## config.mk

```make
export PLATFORM = sky130hd
export DESIGN_NAME = wb_burst_master
export DESIGN_NICKNAME = d
export VERILOG_FILES = /design/src/rtl/wb_burst_master.sv
export SDC_FILE = /design/constraint.sdc
export NUM_CORES = 1
export LEC_CHECK = 0
export CORE_UTILIZATION = 30
export CTS_CLUSTER_DIAMETER = 50
export DETAILED_ROUTE_END_ITERATION = 16
export GPL_ROUTABILITY_DRIVEN = 0
export PLACE_DENSITY = 0.72
export SLEW_MARGIN = 20
export SYNTH_ARGS = -nofsm -noshare
export SYNTH_HDL_FRONTEND = slang
export SYNTH_SLANG_ARGS = --single-unit
```

## constraint.sdc

```tcl
create_clock -name wb_clk_i -period 1.7 [get_ports wb_clk_i]
set_input_delay 0.34 -clock wb_clk_i [delete_from_list [all_inputs] [get_ports wb_clk_i]]
set_output_delay 0.34 -clock wb_clk_i [all_outputs]
set_load 0.005 [all_outputs]
```

## src/rtl/wb_burst_master.sv

```systemverilog
// Wishbone burst master: runs one {we, addr, len} command as an incrementing burst (cti 010, last beat 111).
// Latency: a read strobes 1 cycle after accept, a write 1 cycle after its beat is taken; done/err 1 cycle after the last ack or the timeout.
// Backpressure: cmd_ready only in IDLE with SDRAM init done; wr_ready only in FETCH; read beats (rd_valid) cannot be stalled.
//
// Ports:
//   wb_clk_i, wb_rst_i          : clock, synchronous active-high reset
//   sdr_init_done               : gates acceptance of new commands only
//   cmd_valid/ready/we/addr/len : command handshake; len is beats minus one
//   wr_valid/ready/data/sel     : write beat source, one beat fetched per Wishbone beat
//   rd_valid/data/last          : registered read beats, one-cycle pulses
//   done, err, busy             : completion pulse, timeout-abort pulse, not-IDLE status
//   wb_*                        : Wishbone B4 registered-feedback master port
module wb_burst_master #(
    parameter int AW     = 26,
    parameter int DW     = 32,
    parameter int LW     = 8,
    parameter int TO_CYC = 255
) (
    input  logic            wb_clk_i,
    input  logic            wb_rst_i,
    input  logic            sdr_init_done,
    input  logic            cmd_valid,
    output logic            cmd_ready,
    input  logic            cmd_we,
    input  logic [AW-1:0]   cmd_addr,
    input  logic [LW-1:0]   cmd_len,
    input  logic            wr_valid,
    output logic            wr_ready,
    input  logic [DW-1:0]   wr_data,
    input  logic [DW/8-1:0] wr_sel,
    output logic            rd_valid,
    output logic [DW-1:0]   rd_data,
    output logic            rd_last,
    output logic            done,
    output logic            err,
    output logic            busy,
    output logic            wb_cyc_o,
    output logic            wb_stb_o,
    output logic            wb_we_o,
    output logic [AW-1:0]   wb_addr_o,
    output logic [DW-1:0]   wb_dat_o,
    output logic [DW/8-1:0] wb_sel_o,
    output logic [2:0]      wb_cti_o,
    input  logic            wb_ack_i,
    input  logic [DW-1:0]   wb_dat_i
);
    localparam int SW = DW / 8;
    // Counter must be able to hold TO_CYC-1; keep at least one bit.
    localparam int CW = (TO_CYC < 2) ? 1 : $clog2(TO_CYC + 1);

    localparam logic [AW-1:0] ADDR_STEP   = AW'(SW);
    localparam logic [CW-1:0] TO_LAST     = CW'(TO_CYC - 1);
    localparam logic [2:0]    CTI_CLASSIC = 3'b000;
    localparam logic [2:0]    CTI_INCR    = 3'b010;
    localparam logic [2:0]    CTI_END     = 3'b111;

    typedef enum logic [1:0] {
        S_IDLE  = 2'd0,
        S_FETCH = 2'd1,
        S_XFER  = 2'd2
    } state_t;

    state_t          state_q, state_d;
    logic            we_q, we_d;
    logic [AW-1:0]   addr_q, addr_d;
    logic [LW-1:0]   rem_q, rem_d;
    logic [DW-1:0]   dat_q, dat_d;
    logic [SW-1:0]   sel_q, sel_d;
    logic [CW-1:0]   cnt_q, cnt_d;
    logic [DW-1:0]   rd_data_q, rd_data_d;
    logic            rd_valid_q, rd_valid_d;
    logic            rd_last_q, rd_last_d;
    logic            done_q, done_d;
    logic            err_q, err_d;

    logic            cmd_acc;
    logic            wr_acc;
    logic            ack_acc;
    logic            last_beat;
    logic            to_hit;

    assign cmd_acc   = cmd_valid & cmd_ready;
    assign wr_acc    = wr_valid & wr_ready;
    // An ack only counts while we are strobing; stray acks in FETCH/IDLE are dropped.
    assign ack_acc   = wb_stb_o & wb_ack_i;
    assign last_beat = (rem_q == '0);
    // Counter value in the TO_CYC-th consecutive ack-less XFER cycle.
    assign to_hit    = (cnt_q == TO_LAST);

    // ---------------------------------------------------------------
    // FSM: state register
    // ---------------------------------------------------------------
    always_ff @(posedge wb_clk_i) begin
        if (wb_rst_i) begin
            state_q <= S_IDLE;
        end else begin
            state_q <= state_d;
        end
    end

    // ---------------------------------------------------------------
    // FSM: next state
    // ---------------------------------------------------------------
    always_comb begin
        state_d = state_q;
        case (state_q)
            S_IDLE: begin
                if (cmd_acc) begin
                    state_d = cmd_we ? S_FETCH : S_XFER;
                end
            end
            S_FETCH: begin
                if (wr_acc) begin
                    state_d = S_XFER;
                end
            end
            S_XFER: begin
                if (ack_acc) begin
                    if (last_beat) begin
                        state_d = S_IDLE;
                    end else begin
                        // Writes need a fresh beat; reads keep stb high.
                        state_d = we_q ? S_FETCH : S_XFER;
                    end
                end else if (to_hit) begin
                    state_d = S_IDLE;
                end
            end
            default: state_d = S_IDLE;
        endcase
    end

    // ---------------------------------------------------------------
    // FSM: outputs
    // ---------------------------------------------------------------
    always_comb begin
        cmd_ready = 1'b0;
        wr_ready  = 1'b0;
        wb_cyc_o  = 1'b0;
        wb_stb_o  = 1'b0;
        busy      = 1'b0;
        wb_cti_o  = CTI_CLASSIC;
        case (state_q)
            S_IDLE: begin
                // Handshakes are held off while reset is asserted.
                cmd_ready = sdr_init_done & ~wb_rst_i;
            end
            S_FETCH: begin
                wr_ready = ~wb_rst_i;
                wb_cyc_o = 1'b1;
                busy     = 1'b1;
                wb_cti_o = last_beat ? CTI_END : CTI_INCR;
            end
            S_XFER: begin
                wb_cyc_o = 1'b1;
                wb_stb_o = 1'b1;
                busy     = 1'b1;
                wb_cti_o = last_beat ? CTI_END : CTI_INCR;
            end
            default: begin
                cmd_ready = 1'b0;
            end
        endcase
    end

    // ---------------------------------------------------------------
    // Datapath next state
    // ---------------------------------------------------------------
    always_comb begin
        we_d       = we_q;
        addr_d     = addr_q;
        rem_d      = rem_q;
        dat_d      = dat_q;
        sel_d      = sel_q;
        cnt_d      = cnt_q;
        rd_data_d  = rd_data_q;
        rd_valid_d = 1'b0;
        rd_last_d  = 1'b0;
        done_d     = 1'b0;
        err_d      = 1'b0;
        case (state_q)
            S_IDLE: begin
                cnt_d = '0;
                if (cmd_acc) begin
                    we_d   = cmd_we;
                    addr_d = cmd_addr;
                    rem_d  = cmd_len;
                    // Reads fetch whole words; writes take lanes per beat.
                    if (!cmd_we) begin
                        sel_d = '1;
                    end
                end
            end
            S_FETCH: begin
                // Waiting on the write source is not a slave timeout.
                cnt_d = '0;
                if (wr_acc) begin
                    dat_d = wr_data;
                    sel_d = wr_sel;
                end
            end
            S_XFER: begin
                if (ack_acc) begin
                    cnt_d = '0;
                    if (!we_q) begin
                        rd_data_d  = wb_dat_i;
                        rd_valid_d = 1'b1;
                        rd_last_d  = last_beat;
                    end
                    if (last_beat) begin
                        done_d = 1'b1;
                    end else begin
                        // Wraps modulo 2^AW by construction.
                        addr_d = addr_q + ADDR_STEP;
                        rem_d  = rem_q - LW'(1);
                    end
                end else if (to_hit) begin
                    // Abort: remaining beats are discarded, no done.
                    cnt_d = '0;
                    err_d = 1'b1;
                end else begin
                    cnt_d = cnt_q + CW'(1);
                end
            end
            default: begin
                cnt_d = '0;
            end
        endcase
    end

    // ---------------------------------------------------------------
    // Datapath registers
    // ---------------------------------------------------------------
    always_ff @(posedge wb_clk_i) begin
        if (wb_rst_i) begin
            we_q       <= 1'b0;
            addr_q     <= '0;
            rem_q      <= '0;
            dat_q      <= '0;
            sel_q      <= '0;
            cnt_q      <= '0;
            rd_data_q  <= '0;
            rd_valid_q <= 1'b0;
            rd_last_q  <= 1'b0;
            done_q     <= 1'b0;
            err_q      <= 1'b0;
        end else begin
            we_q       <= we_d;
            addr_q     <= addr_d;
            rem_q      <= rem_d;
            dat_q      <= dat_d;
            sel_q      <= sel_d;
            cnt_q      <= cnt_d;
            rd_data_q  <= rd_data_d;
            rd_valid_q <= rd_valid_d;
            rd_last_q  <= rd_last_d;
            done_q     <= done_d;
            err_q      <= err_d;
        end
    end

    assign wb_we_o   = we_q & busy;
    assign wb_addr_o = addr_q;
    assign wb_dat_o  = dat_q;
    assign wb_sel_o  = sel_q;
    assign rd_valid  = rd_valid_q;
    assign rd_data   = rd_data_q;
    assign rd_last   = rd_last_q;
    assign done      = done_q;
    assign err       = err_q;

endmodule

```

==> qor.csv <==
metric,value,unit
"flops & latches, synth",117,
Worst VDD drop,0.8033,mV
worst stage delay on the critical path,0.50,ns
ys flop type,dfxtp_1,
sequential-to-total area share from yosys stat,44.45,%
Port Buffers,215,
cts bufs inserted,17,
worst hold start,wb_rst_i,
Syn Inst Count,666,
Slew @ Worst Pin,0.4032,ns
die area,0.01810,mm²
most frequent cells in the layout,"clkdlybuf4s50_1, nand2_1, dfxtp_1",
post-synth top area share,44.45,%
cell family with most CP delay,simple AND/OR/NAND/NOR gates,
clk slew on worst S/H paths,0.06,ns
initial antenna violation count,0,
Die H,134.5,µm
routed wire length,17280,µm
final setup violation count,80,
Die X,134.5,µm
Post-Place Worst Slack,-0.3749,ns
max frequency,0.5300,GHz
root buffer cell,clkbuf_16,
Wirelength per Cell,14.55,µm
yosys warns,0,
dpl hpwl,11740,µm
total grt overflow,0,
synthesized area per cell,7.911,µm²
CTS tree,built,
IO Count,216,
ys async rst share,0,%
Max-Cap Viols,0,
Synth area leader,dfxtp_1,
Final Power,11.60,mW
Critical Path AT,2.22,ns
total global-route track usage,18.89,%
Max Clock Skew,0.009624,ns
PD cells,1262,mW/mm²
crit-path cells,inv_6 -> ha_4 -> buf_6 -> mux2i_4 -> a21oi_4 -> nand3_2 -> or4_4 -> a31oi_1,
"commonest non-fill, non-tap cell in the layout",clkdlybuf4s50_1,
H-Tree Depth,4,
period utilisation layout,111.0,%
Buf/Inv on CP,2,
Final Hold Viols,0,
Worst EP required,2.04,ns
crit path from,state_q[0],
largest cells by area after synthesis,"dfxtp_1, nand2_1, a21oi_1, nand2b_1, o21ai_0",
final net count,1068,
largest net degree at the start of global routing,60,
vias in the first global route,5408,
residual DRC count,0,
clock latency on the worst-skew pair,0.41,ns
layout cells sized above 1,21.00,%
Worst R2R Start,state_q[0],
vias per cell,4.852,
hold buffers post-CTS,0,
Post-synth EDFFs,0,
Starting DRT DRC Count,279,
ant diodes,0,
synth unique cells,52,
Max clock buf depth,2,
crit-path max FO,4,
Layout area overhead,74.45,%
RSZ-0062 raised after global routing,true,
drt pass-1 iters,5,
kind of critical path,register to register,
Final Critical Period,1.887,ns
core area,0.01724,mm²
cell leakage power,3.428,nW
Final Max Slew Viols,0,
outcome,"complete, but fails checks",
crit path launch type,register,
CP max stage cell,or4_4,
synthesized cell area,0.005269,mm²
first-pass GRT wire length,27020,µm
Clock Sinks,117,
failing checks,negative setup slack,
Hold Crit Class,primary input to register,
Post-DRT Antenna Nets,0,
Rel. slew slack,73.12,%
row count,48,
CP endpoint kind,register,
Synthesized Nets,784,
DR vias,5759,
Initial Util,30.57,%
final worst slack,-0.1869,ns
## what timing repair did
item,4_1_cts,5_1_grt
cloned,3,1
pin swaps,11,28
resized for setup,101,44
setup endpoints to repair,72,93
buffers inserted,12,4
## final timing paths
| path | depth (start not counted) | slack [ns] | endpoint |
|---|---|---|---|
| min | 4 | 0.39 | wb_dat_o[27] |
| max reg2reg | 8 | -0.19 | wb_addr_o[23] |
| min reg2reg | 2 | 0.45 | rd_data[3] |
| max | 8 | -0.19 | wb_addr_o[23] |
## area by class of cell
class	instances	area, µm²
clock buffers	19	442.9
inverters	8	43.79
multi-input cells	494	2947
repair buffers	312	2997
flip-flops and latches	117	2367
clock inverters	12	112.6
fillers	1602	8045
well taps	225	281.5
## report_power, final
| part | switching [mW] | internal [mW] |
|---|---|---|
| Clock | 1.27 | 2.16 |
| Sequential | 0.262 | 3.13 |
| Combinational | 2.13 | 2.64 |
## worst register-to-register path, delay by kind of cell (launching register included)
kind,cells,cell delay (ns)
AO/OA/AOI/OAI,2,0.31
AND/OR/NAND/NOR,2,0.64
buffers and inverters,2,0.17
flip-flops,1,0.37
multiplexers,1,0.18
adder cells (fa/ha/maj),1,0.15
## per-stage QoR
step | cell area [µm²] | cells | TNS [ns] | hold WS, ns | util [%]
CTS | 8977 | 1183 | -3.933 | 0.3714 | 52.08
detailed placement | 8165 | 1137 | -12.80 | 0.4463 | 47.37
floorplan | 5328 | 666 | -0.01304 | 0.4297 | -
finish | 9191 | 1187 | -5.125 | 0.3875 | 53.32
global placement | 8165 | 1137 | -10.68 | 0.4406 | 47.37
global route | 9191 | 1187 | -12.89 | 0.4081 | 53.32
## state kept, by name, indices dropped and copies added (netlist names)
| signal | count |
|---|---|
| cnt_q | 8 |
| done | 1 |
| err | 1 |
| rd_data | 32 |
| rd_last | 1 |
| rd_valid | 1 |
| rem_q | 8 |
| state_q | 2 |
| wb_addr_o | 26 |
| wb_dat_o | 32 |
| wb_sel_o | 4 |
| we_q | 1 |
## metal layers
| layer | vias up | global-route usage, % | wire length [µm] |
|---|---|---|---|
| li1 | 2858 | - | - |
| met2 | 202 | 31.72 | 8168 |
| met5 | - | 0 | 0 |
| met4 | 0 | 5.993 | 193 |
| met3 | 17 | 6.494 | 1363 |
| met1 | 2682 | 22.58 | 7551 |
## cells by family after synthesis
kind of cell / Yosys count / share of synthesized area [%]
AOI/OAI and AO/OA: 171 / 18.69
buffers and inverters: 56 / 4.441
DFF: 117 / 44.46
xor gates and xnor gates: 7 / 1.164
and+or+nand+nor: 300 / 27.90
adders and majority gates: 9 / 2.137
muxes: 6 / 1.211
## cell usage after synthesis (10+ instances only)
library cell and number:
nand2b_1 37, clkbuf_1 34, dfxtp_1 117, nand3_1 20
a21oi_1 60, and3_1 11, nor2b_1 17, a31oi_1 10
nor3_1 13, nor2_1 27, nand2_1 141, o21ai_0 40
o21ai_1 23
No activity file was read; power rests on OpenSTA's default activity.
